File: config.mk
export PLATFORM = sky130hd
export DESIGN_NAME = mem_rd_wr_arbiter
export DESIGN_NICKNAME = d
export VERILOG_FILES = /design/src/rtl/mem_rd_wr_arbiter_pkg.sv /design/src/rtl/mem_rd_wr_arbiter_arb_pick.sv /design/src/rtl/mem_rd_wr_arbiter.sv
export SDC_FILE = /design/constraint.sdc
export NUM_CORES = 1
export LEC_CHECK = 0
export BUFFER_PORTS_ARGS = -buffer_cell sky130_fd_sc_hd__buf_2
export CAP_MARGIN = 40
export CELL_PAD_IN_SITES_DETAIL_PLACEMENT = 0
export CELL_PAD_IN_SITES_GLOBAL_PLACEMENT = 1
export CORE_AREA = 2 2 141 143
export DETAILED_ROUTE_END_ITERATION = 12
export DIE_AREA = 0 0 143 145
export GPL_ROUTABILITY_DRIVEN = 0
export HOLD_SLACK_MARGIN = 0.08
export PLACE_DENSITY = 0.7
export RECOVER_POWER = 25
export SETUP_SLACK_MARGIN = 0.15
export SLEW_MARGIN = 20
export SYNTH_ARGS = -nofsm -noshare
export SYNTH_HDL_FRONTEND = slang
export SYNTH_SLANG_ARGS = --single-unit
export TNS_END_PERCENT = 30
File: constraint.sdc
create_clock -name clk -period 1.8 [get_ports clk]
set_input_delay 0.27 -clock clk [delete_from_list [all_inputs] [get_ports clk]]
set_output_delay 0.27 -clock clk [all_outputs]
set_load 0.03 [all_outputs]
File: src/rtl/mem_rd_wr_arbiter_pkg.sv
// mem_rd_wr_arbiter_pkg: arbiter state encodings, one-hot grant and response constants
package mem_rd_wr_arbiter_pkg;
    typedef enum logic [2:0] {
        ARB_IDLE,
        ARB_IFU_AR,
        ARB_IFU_R,
        ARB_LSU_AR,
        ARB_LSU_R,
        ARB_LSU_AW,
        ARB_LSU_B
    } arb_state_t;
    localparam logic [2:0] GRANT_IFU    = 3'b001;
    localparam logic [2:0] GRANT_LSU_RD = 3'b010;
    localparam logic [2:0] GRANT_LSU_WR = 3'b100;
    localparam logic [1:0] RESP_OKAY    = 2'b00;
    localparam logic [1:0] RESP_SLVERR  = 2'b10;
endpackage

File: src/rtl/mem_rd_wr_arbiter_arb_pick.sv
// mem_rd_wr_arbiter_arb_pick: picks the next owner from IDLE; fixed LSU-first priority,
// or IFU/LSU round-robin when MEM_ARB_RR_EN is defined.
module mem_rd_wr_arbiter_arb_pick
    import mem_rd_wr_arbiter_pkg::*;
(
    input  logic       clk,
    input  logic       rst,
    input  logic       idle,
    input  logic       ifu_arvalid,
    input  logic       lsu_arvalid,
    input  logic       lsu_awvalid,
    input  logic       lsu_wvalid,
    output logic [2:0] next_state
);
    logic lsu_wr, lsu_req, lsu_win;
    assign lsu_wr  = lsu_awvalid && lsu_wvalid;
    assign lsu_req = lsu_wr || lsu_arvalid;
`ifdef MEM_ARB_RR_EN
    logic last_owner;  // 1 when the LSU owned the previous transaction
    assign lsu_win = lsu_req && !(ifu_arvalid && last_owner);
    always_ff @(posedge clk) begin
        if (rst)
            last_owner <= 1'b0;
        else if (idle && (lsu_req || ifu_arvalid))
            last_owner <= lsu_win;
    end
`else
    logic unused_ok;
    assign unused_ok = &{1'b0, clk, rst, idle};
    assign lsu_win   = lsu_req;
`endif
    assign next_state = lsu_win ? (lsu_wr ? ARB_LSU_AW : ARB_LSU_AR) :
                        ifu_arvalid ? ARB_IFU_AR : ARB_IDLE;
endmodule

File: src/rtl/mem_rd_wr_arbiter.sv
// mem_rd_wr_arbiter: shares one AXI4-Lite-style slave between IFU (read) and LSU (read/write),
// one transaction at a time; MEM_ARB_RR_EN selects round-robin arbitration in the picker.
module mem_rd_wr_arbiter
    import mem_rd_wr_arbiter_pkg::*;
#(
    parameter int DATA_WIDTH = 32,
    parameter int STRB_WIDTH = DATA_WIDTH / 8
) (
    input  logic                  clk,
    input  logic                  rst,
    input  logic [DATA_WIDTH-1:0] ifu_araddr,
    input  logic                  ifu_arvalid,
    input  logic                  ifu_rready,
    output logic                  ifu_arready,
    output logic                  ifu_rvalid,
    output logic [DATA_WIDTH-1:0] ifu_rdata,
    output logic [1:0]            ifu_rresp,
    input  logic [DATA_WIDTH-1:0] lsu_araddr,
    input  logic [DATA_WIDTH-1:0] lsu_awaddr,
    input  logic [DATA_WIDTH-1:0] lsu_wdata,
    input  logic [STRB_WIDTH-1:0] lsu_wstrb,
    input  logic                  lsu_arvalid,
    input  logic                  lsu_rready,
    input  logic                  lsu_awvalid,
    input  logic                  lsu_wvalid,
    input  logic                  lsu_bready,
    output logic                  lsu_arready,
    output logic                  lsu_rvalid,
    output logic                  lsu_awready,
    output logic                  lsu_wready,
    output logic                  lsu_bvalid,
    output logic [DATA_WIDTH-1:0] lsu_rdata,
    output logic [1:0]            lsu_rresp,
    output logic [1:0]            lsu_bresp,
    output logic [DATA_WIDTH-1:0] mem_araddr,
    output logic [DATA_WIDTH-1:0] mem_awaddr,
    output logic [DATA_WIDTH-1:0] mem_wdata,
    output logic [STRB_WIDTH-1:0] mem_wstrb,
    output logic                  mem_arvalid,
    output logic                  mem_rready,
    output logic                  mem_awvalid,
    output logic                  mem_wvalid,
    output logic                  mem_bready,
    input  logic                  mem_arready,
    input  logic                  mem_rvalid,
    input  logic                  mem_awready,
    input  logic                  mem_wready,
    input  logic                  mem_bvalid,
    input  logic [DATA_WIDTH-1:0] mem_rdata,
    input  logic [1:0]            mem_rresp,
    input  logic [1:0]            mem_bresp,
    output logic [2:0]            grant
);
    arb_state_t state, state_n;
    logic [2:0] pick;
    logic aw_done, w_done, aw_fire, w_fire;

    mem_rd_wr_arbiter_arb_pick u_pick (
        .clk         (clk),
        .rst         (rst),
        .idle        (state == ARB_IDLE),
        .ifu_arvalid (ifu_arvalid),
        .lsu_arvalid (lsu_arvalid),
        .lsu_awvalid (lsu_awvalid),
        .lsu_wvalid  (lsu_wvalid),
        .next_state  (pick)
    );

    // Each write channel is offered to the slave only until its own handshake completes
    assign aw_fire = state == ARB_LSU_AW && lsu_awvalid && !aw_done && mem_awready;
    assign w_fire  = state == ARB_LSU_AW && lsu_wvalid && !w_done && mem_wready;

    always_ff @(posedge clk) begin
        if (rst) begin
            state   <= ARB_IDLE;
            aw_done <= 1'b0;
            w_done  <= 1'b0;
        end else begin
            state   <= state_n;
            aw_done <= state_n == ARB_LSU_AW && (aw_done || aw_fire);
            w_done  <= state_n == ARB_LSU_AW && (w_done || w_fire);
        end
    end

    always_comb begin
        state_n     = state;
        ifu_arready = 1'b0;
        ifu_rvalid  = 1'b0;
        ifu_rdata   = '0;
        ifu_rresp   = RESP_OKAY;
        lsu_arready = 1'b0;
        lsu_rvalid  = 1'b0;
        lsu_awready = 1'b0;
        lsu_wready  = 1'b0;
        lsu_bvalid  = 1'b0;
        lsu_rdata   = '0;
        lsu_rresp   = RESP_OKAY;
        lsu_bresp   = RESP_OKAY;
        mem_araddr  = '0;
        mem_awaddr  = '0;
        mem_wdata   = '0;
        mem_wstrb   = '0;
        mem_arvalid = 1'b0;
        mem_rready  = 1'b0;
        mem_awvalid = 1'b0;
        mem_wvalid  = 1'b0;
        mem_bready  = 1'b0;
        case (state)
            ARB_IDLE: state_n = arb_state_t'(pick);
            ARB_IFU_AR: begin
                mem_araddr  = ifu_araddr;
                mem_arvalid = ifu_arvalid;
                ifu_arready = mem_arready;
                if (ifu_arvalid && mem_arready) state_n = ARB_IFU_R;
            end
            ARB_IFU_R: begin
                ifu_rvalid = mem_rvalid;
                ifu_rdata  = mem_rdata;
                ifu_rresp  = mem_rresp;
                mem_rready = ifu_rready;
                if (mem_rvalid && ifu_rready) state_n = ARB_IDLE;
            end
            ARB_LSU_AR: begin
                mem_araddr  = lsu_araddr;
                mem_arvalid = lsu_arvalid;
                lsu_arready = mem_arready;
                if (lsu_arvalid && mem_arready) state_n = ARB_LSU_R;
            end
            ARB_LSU_R: begin
                lsu_rvalid = mem_rvalid;
                lsu_rdata  = mem_rdata;
                lsu_rresp  = mem_rresp;
                mem_rready = lsu_rready;
                if (mem_rvalid && lsu_rready) state_n = ARB_IDLE;
            end
            ARB_LSU_AW: begin
                mem_awaddr  = lsu_awaddr;
                mem_wdata   = lsu_wdata;
                mem_wstrb   = lsu_wstrb;
                mem_awvalid = lsu_awvalid && !aw_done;
                mem_wvalid  = lsu_wvalid && !w_done;
                lsu_awready = mem_awready && !aw_done;
                lsu_wready  = mem_wready && !w_done;
                if ((aw_done || aw_fire) && (w_done || w_fire)) state_n = ARB_LSU_B;
            end
            ARB_LSU_B: begin
                lsu_bvalid = mem_bvalid;
                lsu_bresp  = mem_bresp;
                mem_bready = lsu_bready;
                if (mem_bvalid && lsu_bready) state_n = ARB_IDLE;
            end
            default: state_n = ARB_IDLE;
        endcase
    end

    assign grant = {state == ARB_LSU_AW || state == ARB_LSU_B,
                    state == ARB_LSU_AR || state == ARB_LSU_R,
                    state == ARB_IFU_AR || state == ARB_IFU_R};
endmodule
==> impl_metrics.toml <==
[logic_synthesis]
syn-num-nets = 437
seq_area_frac_synth_pct = 5.78
async_flop_share_pct = 0
synthFlopType = "dfxtp_1"
synthCells = 255
yosysWarnings = 0
yosys_register_bits = 5
synth_edf_count = 0
synth_area_per_cell_um2 = 6.79
syn_area_mm2 = 0.00173
ys_types = 32

[sta]
setup_viol = 5
timing.final.ws_setup_ns = -0.0152
period_needed_ns = 1.82
finalHoldViolCount = 0
finalMaxSlewViolations = 0
fmax_mhz = 551
min_period_over_period_pct = 101
finalClockSkew_ns = 0.000500
rsz0062_at_grt = "true"
relSlewSlack_pct = 65.6
worst_pin_slew_ns = 0.510

[cts]
cts_root_buf = "clkbuf_16"
clockBufferDepth = 2
clkTransAtPathRegs_ns = 0.03
cts_buffers = 3
hold_buffers = 0
cts_num_sinks = 5
cts_max_level = 1
cts_tree = "built"
clock_latency_ns = 0.23

[grt]
grt_remaining_overflow = 0
grt_pass1_wl_um = 18400
antenna_found_initial = 0
globalRouteTotalUtil_pct = 11.3
grt_start_max_net_pins = 72
first_global_vias = 3366

[flow_run]
cap_viol_max_count = 0

[routing]
dr.first_iter.drc_count = 91
vias = 3365
drtAntennaViolNets = 0
drc = 0
via_per_inst = 3.76
wirelength_um = 14000
avgRoutedWirePerCell_um = 15.7
dr.pass1.iters = 4

[floorplan]
initial_core_util_pct = 9.01
core-area_mm2 = 0.0192
rows = 51
ioPinCount = 367
die_w_um = 143
dieArea_mm2 = 0.0207
die_h_um = 145

[cells_and_area]
fin_cells = 896
synthToLayoutAreaGrowth_pct = 218
nFillCells = 2030
nets = 813
drive_gt1_share_pct = 80.8
fin_util_pct = 28.6

[power_and_ir_drop]
p_leak_nw = 2.87
clkPwrFrac_pct = 11.8
swShare_pct = 46.8
p_seq_share_pct = 4.9
switching_power_w = 0.00145
peakVddDrop_mv = 0.202
power_density_mw_per_mm2 = 562
p_comb_share_pct = 83.3
p_int_w = 0.00164

[setup_path]
r2r_cells = 5
startpoint_type = "register"
crit_path_end_kind = "primary output"
cp.depth = 5
crit_type = "register to primary output"
cp_data_arrival_time_ns = 1.55
cp.required_ns = 1.53
critPathBufInv = 3
slowest_stage = "dfxtp_4"
critPathMaxStageDelay_ns = 0.35
path_cells = "and3b_2 -> buf_2 -> clkbuf_16 -> and2_4 -> buf_6"
crit_path_max_fanout = 6
crit_family = "buffers and inverters"

[hold_path]
holdPathStages = 2
hold_class = "input port to register"

[placed_design]
dpl.cell_count = 869
port_buffers = 366
hpwl_um = 9340

[outcome]
violations = "setup timing"
status = "complete, but fails checks"
what timing repair did:
| item | 4_1_cts | 5_1_grt |
|---|---|---|
| setup endpoints to repair | 184 | 186 |
| cloned | 4 | 8 |
| endpoints found under the hold margin | 0 | 0 |
| pin swaps | 62 | 67 |
| gates resized for setup | 342 | 107 |
| buffers inserted | 7 | 3 |
state kept, by name, indices dropped and copies added (netlist names):
register / count
aw_done: 1
state: 3
w_done: 1
logic make-up after synthesis:
kind of cell | synth area share, %
buffers and inverters | 7.74
flip-flops | 5.78
AND/OR/NAND/NOR | 63.3
AO/OA/AOI/OAI | 23.2
power groups by stage:
stage	registers (W)	logic, W	clock network [W]
after global routing	0.000152	0.00271	0.000381
after detailed placement	0.000146	0.00184	0
after global placement	0.000145	0.00185	0
after CTS	0.000150	0.00243	0.000373
final	0.000150	0.00257	0.000366
after floorplan	0.000134	0.00120	0
final timing paths:
kind,to,start,slack [ns]
max,mem_wdata[10],state[1]$_SDFF_PP0_,-0.02
min,state[2]$_SDFF_PP0_,rst,0.28
max reg2reg,aw_done$_SDFF_PP0_,state[2]$_SDFF_PP0_,0.20
min reg2reg,aw_done$_SDFF_PP0_,aw_done$_SDFF_PP0_,0.60
cell type report:
class                           count  area, um2  area share, %
Antenna cell                        1       2.50         0.0455
Multi-Input combinational cell    224       1790           32.5
Clock buffer                        4       78.8           1.43
Timing Repair Buffer              397       3190           58.0
Tap cell                          265        332           6.03
Sequential cell                     5        111           2.03
layout by cell type, fill, tap and decap left out, types with 4 or more instances in the layout:
cell / count
a31oi_1: 4
buf_6: 126
clkbuf_2: 10
nand2_1: 5
buf_2: 184
and2_1: 53
and2_4: 91
buf_4: 59
buf_12: 4
clkbuf_16: 8
buf_16: 4
a22o_1: 34
routing by layer:
layer,routed length (um),track usage (%)
met2,7970,23.5
met3,948,1.52
met5,0,0
met1,5070,11.9
met4,59,1.58
metrics by stage:
step	power (W)	setup slack, ns	instance area [um2]	setup TNS [ns]	hold WS (ns)
after floorplan	0.00134	0.0781	1730	0	0.342
after global placement	0.00199	0.112	3900	0	0.511
after detailed placement	0.00198	0.109	3900	0	0.517
after CTS	0.00295	0.0210	5110	0	0.269
after global routing	0.00324	-0.0664	5490	-2.90	0.295
final	0.00309	-0.0152	5500	-0.0317	0.282
cell usage after synthesis, drive strengths merged, types with 2 or more instances:
| cell type | instances | area, um2 |
|---|---|---|
| a211oi | 2 | 20.0 |
| a21oi | 2 | 10.0 |
| a22o | 34 | 298 |
| a31oi | 4 | 25.0 |
| and2 | 144 | 903 |
| and3b | 3 | 26.3 |
| buf | 9 | 68.8 |
| clkbuf | 17 | 65.1 |
| dfxtp | 5 | 100 |
| nand2 | 5 | 18.8 |
| nand3 | 3 | 15.0 |
| nor2 | 5 | 21.3 |
| nor3 | 2 | 10.0 |
| nor3b | 5 | 37.5 |
| nor4 | 2 | 12.5 |
| o21ai | 2 | 10.0 |
| or2 | 2 | 12.5 |
No activity file was read; power rests on OpenSTA's default activity.
